==> src/rtl/exe_alu.sv <==
`default_nettype none
// ============================================================================
// Module   : exe_alu
// Brief    : EXE-stage 32-bit integer ALU with registered result, N/Z/C/V
//            flags and a one-cycle valid qualifier. Optional multiply ops are
//            enabled by defining the ALU_MUL_EN macro.
// Revision : 1.0 - initial release
// ============================================================================
module exe_alu #(
   parameter int XLEN = 32
) (
   input  logic            clk,
   input  logic            rst_n,
   input  logic            in_valid,
   input  logic [XLEN-1:0] a,
   input  logic [XLEN-1:0] b,
   input  logic [4:0]      alu_ctrl,
   output logic [XLEN-1:0] result,
   output logic            N,
   output logic            Z,
   output logic            C,
   output logic            V,
   output logic            out_valid
);

   localparam logic [4:0] c_op_add   = 5'b00000;
   localparam logic [4:0] c_op_sub   = 5'b00001;
   localparam logic [4:0] c_op_and   = 5'b00010;
   localparam logic [4:0] c_op_or    = 5'b00011;
   localparam logic [4:0] c_op_xor   = 5'b00100;
   localparam logic [4:0] c_op_sll   = 5'b00101;
   localparam logic [4:0] c_op_srl   = 5'b00110;
   localparam logic [4:0] c_op_sra   = 5'b00111;
   localparam logic [4:0] c_op_slt   = 5'b01000;
   localparam logic [4:0] c_op_sltu  = 5'b01001;
   localparam logic [4:0] c_op_passb = 5'b01010;
`ifdef ALU_MUL_EN
   localparam logic [4:0] c_op_mul   = 5'b01011;
   localparam logic [4:0] c_op_mulh  = 5'b01100;
   localparam logic [4:0] c_op_mulhu = 5'b01101;
`endif

   logic [XLEN-1:0] r_result;
   logic            r_n;
   logic            r_z;
   logic            r_c;
   logic            r_v;
   logic            r_out_valid;

   logic [XLEN:0]   w_sum;
   logic [XLEN:0]   w_diff;
   logic            w_add_v;
   logic            w_sub_v;
   logic            w_slt;
   logic            w_sltu;
   logic [4:0]      w_shamt;
   logic [XLEN-1:0] w_res;
   logic            w_c;
   logic            w_v;

   // Shared adder/subtractor; SLT/SLTU are derived from the subtract path.
   assign w_sum   = {1'b0, a} + {1'b0, b};
   assign w_diff  = {1'b0, a} + {1'b0, ~b} + {{XLEN{1'b0}}, 1'b1};
   assign w_add_v = (a[XLEN-1] == b[XLEN-1]) && (w_sum[XLEN-1]  != a[XLEN-1]);
   assign w_sub_v = (a[XLEN-1] != b[XLEN-1]) && (w_diff[XLEN-1] != a[XLEN-1]);
   assign w_slt   = w_diff[XLEN-1] ^ w_sub_v;
   assign w_sltu  = ~w_diff[XLEN];
   assign w_shamt = b[4:0];

`ifdef ALU_MUL_EN
   // One signed multiplier; the unsigned high word is recovered by adding back
   // each operand wherever the other one had its sign bit set.
   logic signed [2*XLEN-1:0] w_prod;
   logic        [XLEN-1:0]   w_mulhu;

   assign w_prod  = $signed({{XLEN{a[XLEN-1]}}, a}) * $signed({{XLEN{b[XLEN-1]}}, b});
   assign w_mulhu = w_prod[2*XLEN-1:XLEN]
                  + (a[XLEN-1] ? b : {XLEN{1'b0}})
                  + (b[XLEN-1] ? a : {XLEN{1'b0}});
`endif

   // Operation select: result plus carry/overflow (only ADD/SUB set C/V).
   always_comb begin
      w_res = '0;
      w_c   = 1'b0;
      w_v   = 1'b0;
      case (alu_ctrl)
         c_op_add: begin
            w_res = w_sum[XLEN-1:0];
            w_c   = w_sum[XLEN];
            w_v   = w_add_v;
         end
         c_op_sub: begin
            w_res = w_diff[XLEN-1:0];
            w_c   = w_diff[XLEN];
            w_v   = w_sub_v;
         end
         c_op_and:   w_res = a & b;
         c_op_or:    w_res = a | b;
         c_op_xor:   w_res = a ^ b;
         c_op_sll:   w_res = a << w_shamt;
         c_op_srl:   w_res = a >> w_shamt;
         c_op_sra:   w_res = $signed(a) >>> w_shamt;
         c_op_slt:   w_res = {{(XLEN-1){1'b0}}, w_slt};
         c_op_sltu:  w_res = {{(XLEN-1){1'b0}}, w_sltu};
         c_op_passb: w_res = b;
`ifdef ALU_MUL_EN
         c_op_mul:   w_res = w_prod[XLEN-1:0];
         c_op_mulh:  w_res = w_prod[2*XLEN-1:XLEN];
         c_op_mulhu: w_res = w_mulhu;
`endif
         default:    w_res = '0;
      endcase
   end

   // Output register: loads on valid input, holds otherwise, cleared by reset.
   always_ff @(posedge clk) begin
      if (!rst_n) begin
         r_result    <= '0;
         r_n         <= 1'b0;
         r_z         <= 1'b0;
         r_c         <= 1'b0;
         r_v         <= 1'b0;
         r_out_valid <= 1'b0;
      end else begin
         r_out_valid <= in_valid;
         if (in_valid) begin
            r_result <= w_res;
            r_n      <= w_res[XLEN-1];
            r_z      <= (w_res == '0);
            r_c      <= w_c;
            r_v      <= w_v;
         end
      end
   end

   assign result    = r_result;
   assign N         = r_n;
   assign Z         = r_z;
   assign C         = r_c;
   assign V         = r_v;
   assign out_valid = r_out_valid;

endmodule
`default_nettype wire

==> config.mk <==
export PLATFORM = sky130hd
export DESIGN_NAME = exe_alu
export DESIGN_NICKNAME = d
export VERILOG_FILES = /design/src/rtl/exe_alu.sv
export SDC_FILE = /design/constraint.sdc
export NUM_CORES = 1
export LEC_CHECK = 0
export CAP_MARGIN = 10
export CORE_ASPECT_RATIO = 1.1
export CORE_UTILIZATION = 50
export CTS_CLUSTER_SIZE = 8
export DETAILED_ROUTE_END_ITERATION = 8
export GPL_TIMING_DRIVEN = 0
export HOLD_SLACK_MARGIN = 0.08
export PLACE_DENSITY_LB_ADDON = 0.2
export REMOVE_ABC_BUFFERS = 1
export SLEW_MARGIN = 5
export SYNTH_ARGS = -nofsm -noshare
export SYNTH_HDL_FRONTEND = slang
export SYNTH_SLANG_ARGS = --single-unit
==> constraint.sdc <==
create_clock -name clk -period 6.75 [get_ports clk]
set_clock_uncertainty 0.05 [all_clocks]
set_input_delay 0.675 -clock clk [delete_from_list [all_inputs] [get_ports clk]]
set_output_delay 0.675 -clock clk [all_outputs]
set_load 0.05 [all_outputs]
==> results of run 1 <==
==> routing by layer <==
layer	vias to the layer above	share of wire	wire length [um]
met2	1004	0.44	23250
li1	6047	-	-
met4	0	0.052	2721
met1	6689	0.40	20710
met3	188	0.11	5680
met5	-	0	0
==> power breakdown <==
group / switching (mW) / leakage (nW) / total [mW] / internal, mW
registers: 0.00671 / 0.297 / 0.234 / 0.227
logic: 0.635 / 4.58 / 0.976 / 0.341
clock network: 0.0837 / 0.0808 / 0.257 / 0.173
total: 0.725 / 4.96 / 1.47 / 0.742
==> final timing paths <==
kind           endpoint  slack, ns  cells after the start
max                   Z       0.34                     22
min                   V       0.43                      2
max reg2reg  result[14]       5.98                      2
min reg2reg           V       0.43                      2
==> cell usage after synthesis, types with 6 or more instances <==
cell type	instances	area, sq um
nor2b_1	18	112.6
nand2_1	157	589.3
a221o_1	9	90.09
a221oi_1	24	210.2
and2_1	14	87.58
nand3_1	43	215.2
buf_2	33	165.2
nor2_1	173	649.4
a22oi_1	22	165.2
clkbuf_1	82	307.8
o22ai_1	20	125.1
o21ai_0	82	410.4
o221ai_1	15	131.4
o211ai_1	29	217.7
nor4_1	13	81.33
buf_6	6	67.56
mux4_2	39	878.3
a211oi_1	42	315.3
dfxtp_1	36	720.7
a21o_1	7	52.55
a2111oi_0	11	96.34
a311oi_1	6	52.55
inv_1	95	356.6
or3_1	11	68.82
xnor2_1	16	140.1
and3_1	11	68.82
mux2i_1	68	680.7
buf_1	13	48.80
o21bai_1	9	67.56
mux2_2	15	168.9
a211o_1	8	70.07
nand2b_1	18	112.6
a21oi_1	112	560.5
a31oi_1	19	118.9
o31ai_1	20	150.1
ha_1	106	1326
o2111ai_1	13	113.9
nor3_1	49	245.2
a22o_1	8	70.07
nand4_1	19	118.9
==> critical path: cells and delay by family <==
kind                       cells  cell delay (ns)
AOI/OAI and AO/OA             11             2.86
adders and majority gates      2             1.08
buffers and inverters          4             1.26
and+or+nand+nor                5             0.67
==> registers in the layout, summed over array words and instances, names as in the netlist <==
| register | count |
|---|---|
| Z | 1 |
| result | 32 |
| out_valid | 1 |
| V | 1 |
| C | 1 |
==> cell usage in the layout, fill, tap and decap left out, types with 22 or more instances in the layout <==
| cell type | count |
|---|---|
| nor2_1 | 172 |
| nand3_1 | 43 |
| o21ai_0 | 82 |
| mux4_2 | 39 |
| a22oi_1 | 22 |
| o211ai_1 | 29 |
| dfxtp_1 | 36 |
| nand2_1 | 157 |
| inv_1 | 94 |
| nor3_1 | 47 |
| ha_1 | 106 |
| a211oi_1 | 42 |
| mux2i_1 | 68 |
| a21oi_1 | 112 |
| clkdlybuf4s50_1 | 101 |
| a221oi_1 | 24 |
==> final cells by class <==
type | count | share of cell area
clock buffer | 6 | 0.01027
clock inverter | 2 | 0.002792
inverter | 99 | 0.02992
multi-input combinational | 1338 | 0.7696
sequential | 36 | 0.05744
tap | 295 | 0.02942
timing repair buffer | 118 | 0.1005
==> repair_timing <==
action	CTS	global route
resized for setup	2	3
buffers inserted	0	0
endpoints found under the hold margin	0	0
endpoints found under the setup margin	1	4
==> logic make-up after synthesis <==
logic type / Yosys count / synth area share
and+or+nand+nor: 555 / 0.2289
xor gates and xnor gates: 18 / 0.01389
AOI/OAI and AO/OA: 532 / 0.3286
muxes: 124 / 0.1549
adders and majority gates: 109 / 0.1222
DFF: 36 / 0.06351
buffers and inverters: 238 / 0.08799
==> results.json, run 1 <==
{
  "status": "completed",
  "r2r-start": "result[14]",
  "syn_inst": 1612,
  "area_delta_synth_final_pct": 10.56,
  "avgSynthCellArea_sq_um": 7.039,
  "netlist_area_sq_um": 11350,
  "grt_util_met2": 0.7019,
  "yosysSeqAreaShare": 0.06351,
  "vias_per_cell": 7.354,
  "synthArstFlopShare": 0,
  "via_count": 13930,
  "cts_buffers": 5,
  "dp.cells": 1884,
  "critPathMaxFanout": 24,
  "cts_max_path_buffers": 2,
  "drtPass1Iterations": 7,
  "worst_slack_ns": 0.3371,
  "power_mw": 1.467,
  "hold_viol": 0,
  "hold_start": "V",
  "crit_type": "input port to register",
  "crit_slowest_cell": "ha_1",
  "clkLatencyLatePin_ns": 0.28,
  "antenna_found_initial": 1,
  "grt_most_used_layer": "met2",
  "final_cells": 1894,
  "overflow": 0,
  "grt_max_degree": 75,
  "finalWirelength_mm": 52.37,
  "fin_crit_sh": 0.9501,
  "p_leak_nw": 4.962,
  "grt_pass1_vias": 12650,
  "synth_flop_cell": "dfxtp_1",
  "diodes": 0,
  "synth_seq_cells": 36,
  "design_area_sq_um": 12550,
  "worst_slew_pin_slew_ns": 1.403,
  "multi_input_area_sq_um": 9656,
  "dp_hpwl_mm": 40.39,
  "die_x_um": 145.6,
  "cp.required_ns": 6.91,
  "ys_types": 87,
  "grt_pass1_wl_mm": 78.98,
  "synth_edf_count": 0,
  "post_route_cells_drive_above_1_share": 0.06504,
  "cts-root-buf": "clkbuf_16",
  "whs_ns": 0.4264,
  "core_region_area_sq_um": 22180,
  "num_rows": 57,
  "htree_levels": 2,
  "hp-class": "register to register",
  "met3_usage": 0.05314,
  "use_met1": 0.5970,
  "power.density_nw_per_um2": 116.9,
  "seq_area_sq_um": 720.7,
  "setup-tns-final_ns": 0,
  "nets": 1779,
  "fillers": 2149,
  "worstPathCellList": "dlymetal6s2s_1, buf_16, clkinvlp_4, ha_1, inv_1, a2111oi_1, a211oi_1, a211o_1, nand3_1, o21ai_0, a311oi_1, nor2_1, o21bai_1, a21oi_1, nor2_1, o21ai_0, fa_1, a22oi_1, nand4_1, a21oi_1, nand4_1, o22ai_1",
  "die_area_sq_um": 23300,
  "setup_violations": 0,
  "drt_iter0_drc": 1828,
  "hold_buffers": 0,
  "post-route-util": 0.5656,
  "ir_drop_v": 0.00008779,
  "drc": 0,
  "io_buffer_count": 108,
  "crit_path_end_kind": "register",
  "ant_nets": 0,
  "layout_min_cycle_time_ns": 6.413,
  "tritoncts": "done",
  "cp-startpoint": "b[4]",
  "fmax_ghz": 0.1559,
  "grt_usage": 0.4407,
  "maxCapViolations": 0,
  "max_stage_delay_ns": 0.58,
  "die_h_um": 160,
  "placed_area_sq_um": 12330,
  "drv_slew": 0,
  "pin_count": 109,
  "ys_warn_count": 0,
  "start_util": 0.5116,
  "arrival_ns": 6.57,
  "wl_per_cell_um": 27.65,
  "rsz0062_at_grt": "false",
  "relSlewSlack": 0.06500,
  "place.gp.congestion": 1.051,
  "dp_slack_ns": -0.3918,
  "cts_sinks": 36,
  "critPathLaunchType": "input port",
  "clk_pin_slew_ns": 0.06
}
Note: power is estimated with default switching activity, not from simulation.
==> run 2: changes to the inputs <==
CELL_PAD_IN_SITES_DETAIL_PLACEMENT = 1   (was not set)
CELL_PAD_IN_SITES_GLOBAL_PLACEMENT = 1   (was not set)
CORE_MARGIN = 2   (was not set)
CORE_UTILIZATION = 44   (was 50)
==> results.json, run 2 (synthesis gave the netlist of run 1 again) <==
{
  "area_delta_synth_final_pct": 12.50,
  "p_sw_frac": 0.5226,
  "p_comb_frac": 0.696,
  "relSlewSlack": 0.06448,
  "wl_per_cell_um": 31.53,
  "antenna_found_initial": 5,
  "p_sw_mw": 0.7758,
  "via_count": 14250,
  "crit_family": "compound AO/OA/AOI/OAI gates",
  "layout_min_cycle_time_ns": 6.568,
  "grt_max_degree": 75,
  "layout_common_cells": "172 x nor2_1, 156 x nand2_1, 112 x a21oi_1",
  "final_cells": 1956,
  "htree_levels": 2,
  "crit_type": "input port to register",
  "power.density_nw_per_um2": 116.3,
  "r2r-end": "result[2]",
  "drt-met1-wl_mm": 23.20,
  "maxCapViolations": 0,
  "seqPwrFrac": 0.158,
  "arrival_ns": 6.72,
  "grt_pass1_vias": 13740,
  "final_common_cell": "nor2_1",
  "rrSetupSlack_ns": 5.94,
  "critPathMaxFanout": 67,
  "finalWirelength_mm": 61.67,
  "crit_slowest_cell": "nor4bb_4",
  "worst_slew_pin_slew_ns": 1.399,
  "largest_reg_flops": 32,
  "dp_hpwl_mm": 46.87,
  "cts_buffers": 5,
  "cts_sinks": 36,
  "fin_crit_sh": 0.9731,
  "die_area_sq_um": 27090,
  "io_buffer_count": 108,
  "r2r-start": "result[2]",
  "top_layer_used": "met5",
  "met3_length_mm": 7.048,
  "clkLatencyLatePin_ns": 0.28,
  "wl_met2_mm": 26.92,
  "place.gp.congestion": 1.060,
  "cp.required_ns": 6.90,
  "holdPathStages": 2,
  "overflow": 0,
  "post-route-util": 0.5038,
  "vias_per_cell": 7.283,
  "status": "completed",
  "drtPass1Iterations": 6,
  "r2r.worst_path.cells": 2,
  "whs_ns": 0.4241,
  "p_int_mw": 0.7086,
  "nets": 1790,
  "num_rows": 61,
  "cp_common_cell": "nor2_1",
  "hold_start": "V",
  "tritoncts": "done",
  "post_route_cells_drive_above_1_share": 0.07769,
  "fillers": 3270,
  "start_util": 0.4478,
  "drv_slew": 0,
  "cp_num_buf_inv": 3,
  "drc": 0,
  "grt_usage": 0.4457,
  "cts-root-buf": "clkbuf_16",
  "worstHoldEndpoint": "V",
  "pin_count": 109,
  "p_leak_nw": 5.063,
  "clk_pin_slew_ns": 0.05,
  "max_stage_delay_ns": 0.51,
  "hold_buffers": 0,
  "power_frac_clock": 0.146,
  "core_region_area_sq_um": 25340,
  "ir_drop_v": 0.0001227,
  "cts_max_path_buffers": 2,
  "drt_iter0_drc": 1652,
  "hp-class": "register to register",
  "die_x_um": 157.1,
  "grt_pass1_wl_mm": 89.16,
  "setup_violations": 0,
  "fmax_ghz": 0.1522,
  "hold_viol": 0,
  "dp.cells": 1940,
  "crit_path_end_kind": "register",
  "die_h_um": 172.4,
  "ant_nets": 0,
  "critPathLaunchType": "input port"
}
run 2: per-stage QoR:
stage	power, mW	setup TNS [ns]	setup slack [ns]	instance area (sq um)
6_report	1.484	0	0.1817	12770
5_1_grt	1.539	-0.004099	-0.004099	12760
2_1_floorplan	0.8032	0	2.117	10720
3_3_place_gp	1.203	-98.19	-5.063	12230
4_1_cts	1.439	0	0.02236	12660
3_5_place_dp	1.216	-1.604	-1.008	12480
run 2: area by class of cell:
class                   count  area (sq um)  area share
well taps                 346         432.9     0.03391
clock inverters             1         5.005   0.0003920
diodes                      1         2.502   0.0001960
flip-flops and latches     36         720.7     0.05645
clock buffers               6         128.9     0.01010
repair inverters            1         5.005   0.0003920
multi-input cells        1338          9707      0.7604
repair buffers            128          1381      0.1082
inverters                  99         382.9     0.02999
run 2: repair_timing:
action                     in CTS  in global routing
cloned                          1                  0
setup endpoints to repair       2                  2
resized for setup               5                 14
buffers inserted                2                  4
run 2: how the worst max path moves through the flow:
stage,to,from,cells past startpoint
floorplan,Z,b[3],24
global placement,Z,b[1],25
detailed placement,Z,b[3],25
CTS,Z,a[14],25
global route,Z,b[2],26
finish,Z,b[2],26
run 2: per-layer routing:
layer / track usage / up-vias
met3: 0.1243 / 282
met4: 0.2791 / 6
met5: 0 / -
met2: 0.6985 / 922
met1: 0.5395 / 6965
li1: - / 6071
run 2: worst reg2reg max path, stage by stage (launching register included):
cell and delay (ns):
dfxtp_1 0.31, o21ai_0 0.25, a21oi_1 0.07
run 2: power by group through the flow:
stage | combinational, mW | sequential (mW) | clock, mW
detailed placement | 0.977 | 0.239 | 0
global placement | 0.965 | 0.238 | 0
floorplan | 0.514 | 0.289 | 0
global route | 1.08 | 0.235 | 0.223
CTS | 0.985 | 0.235 | 0.219
finish | 1.03 | 0.234 | 0.217
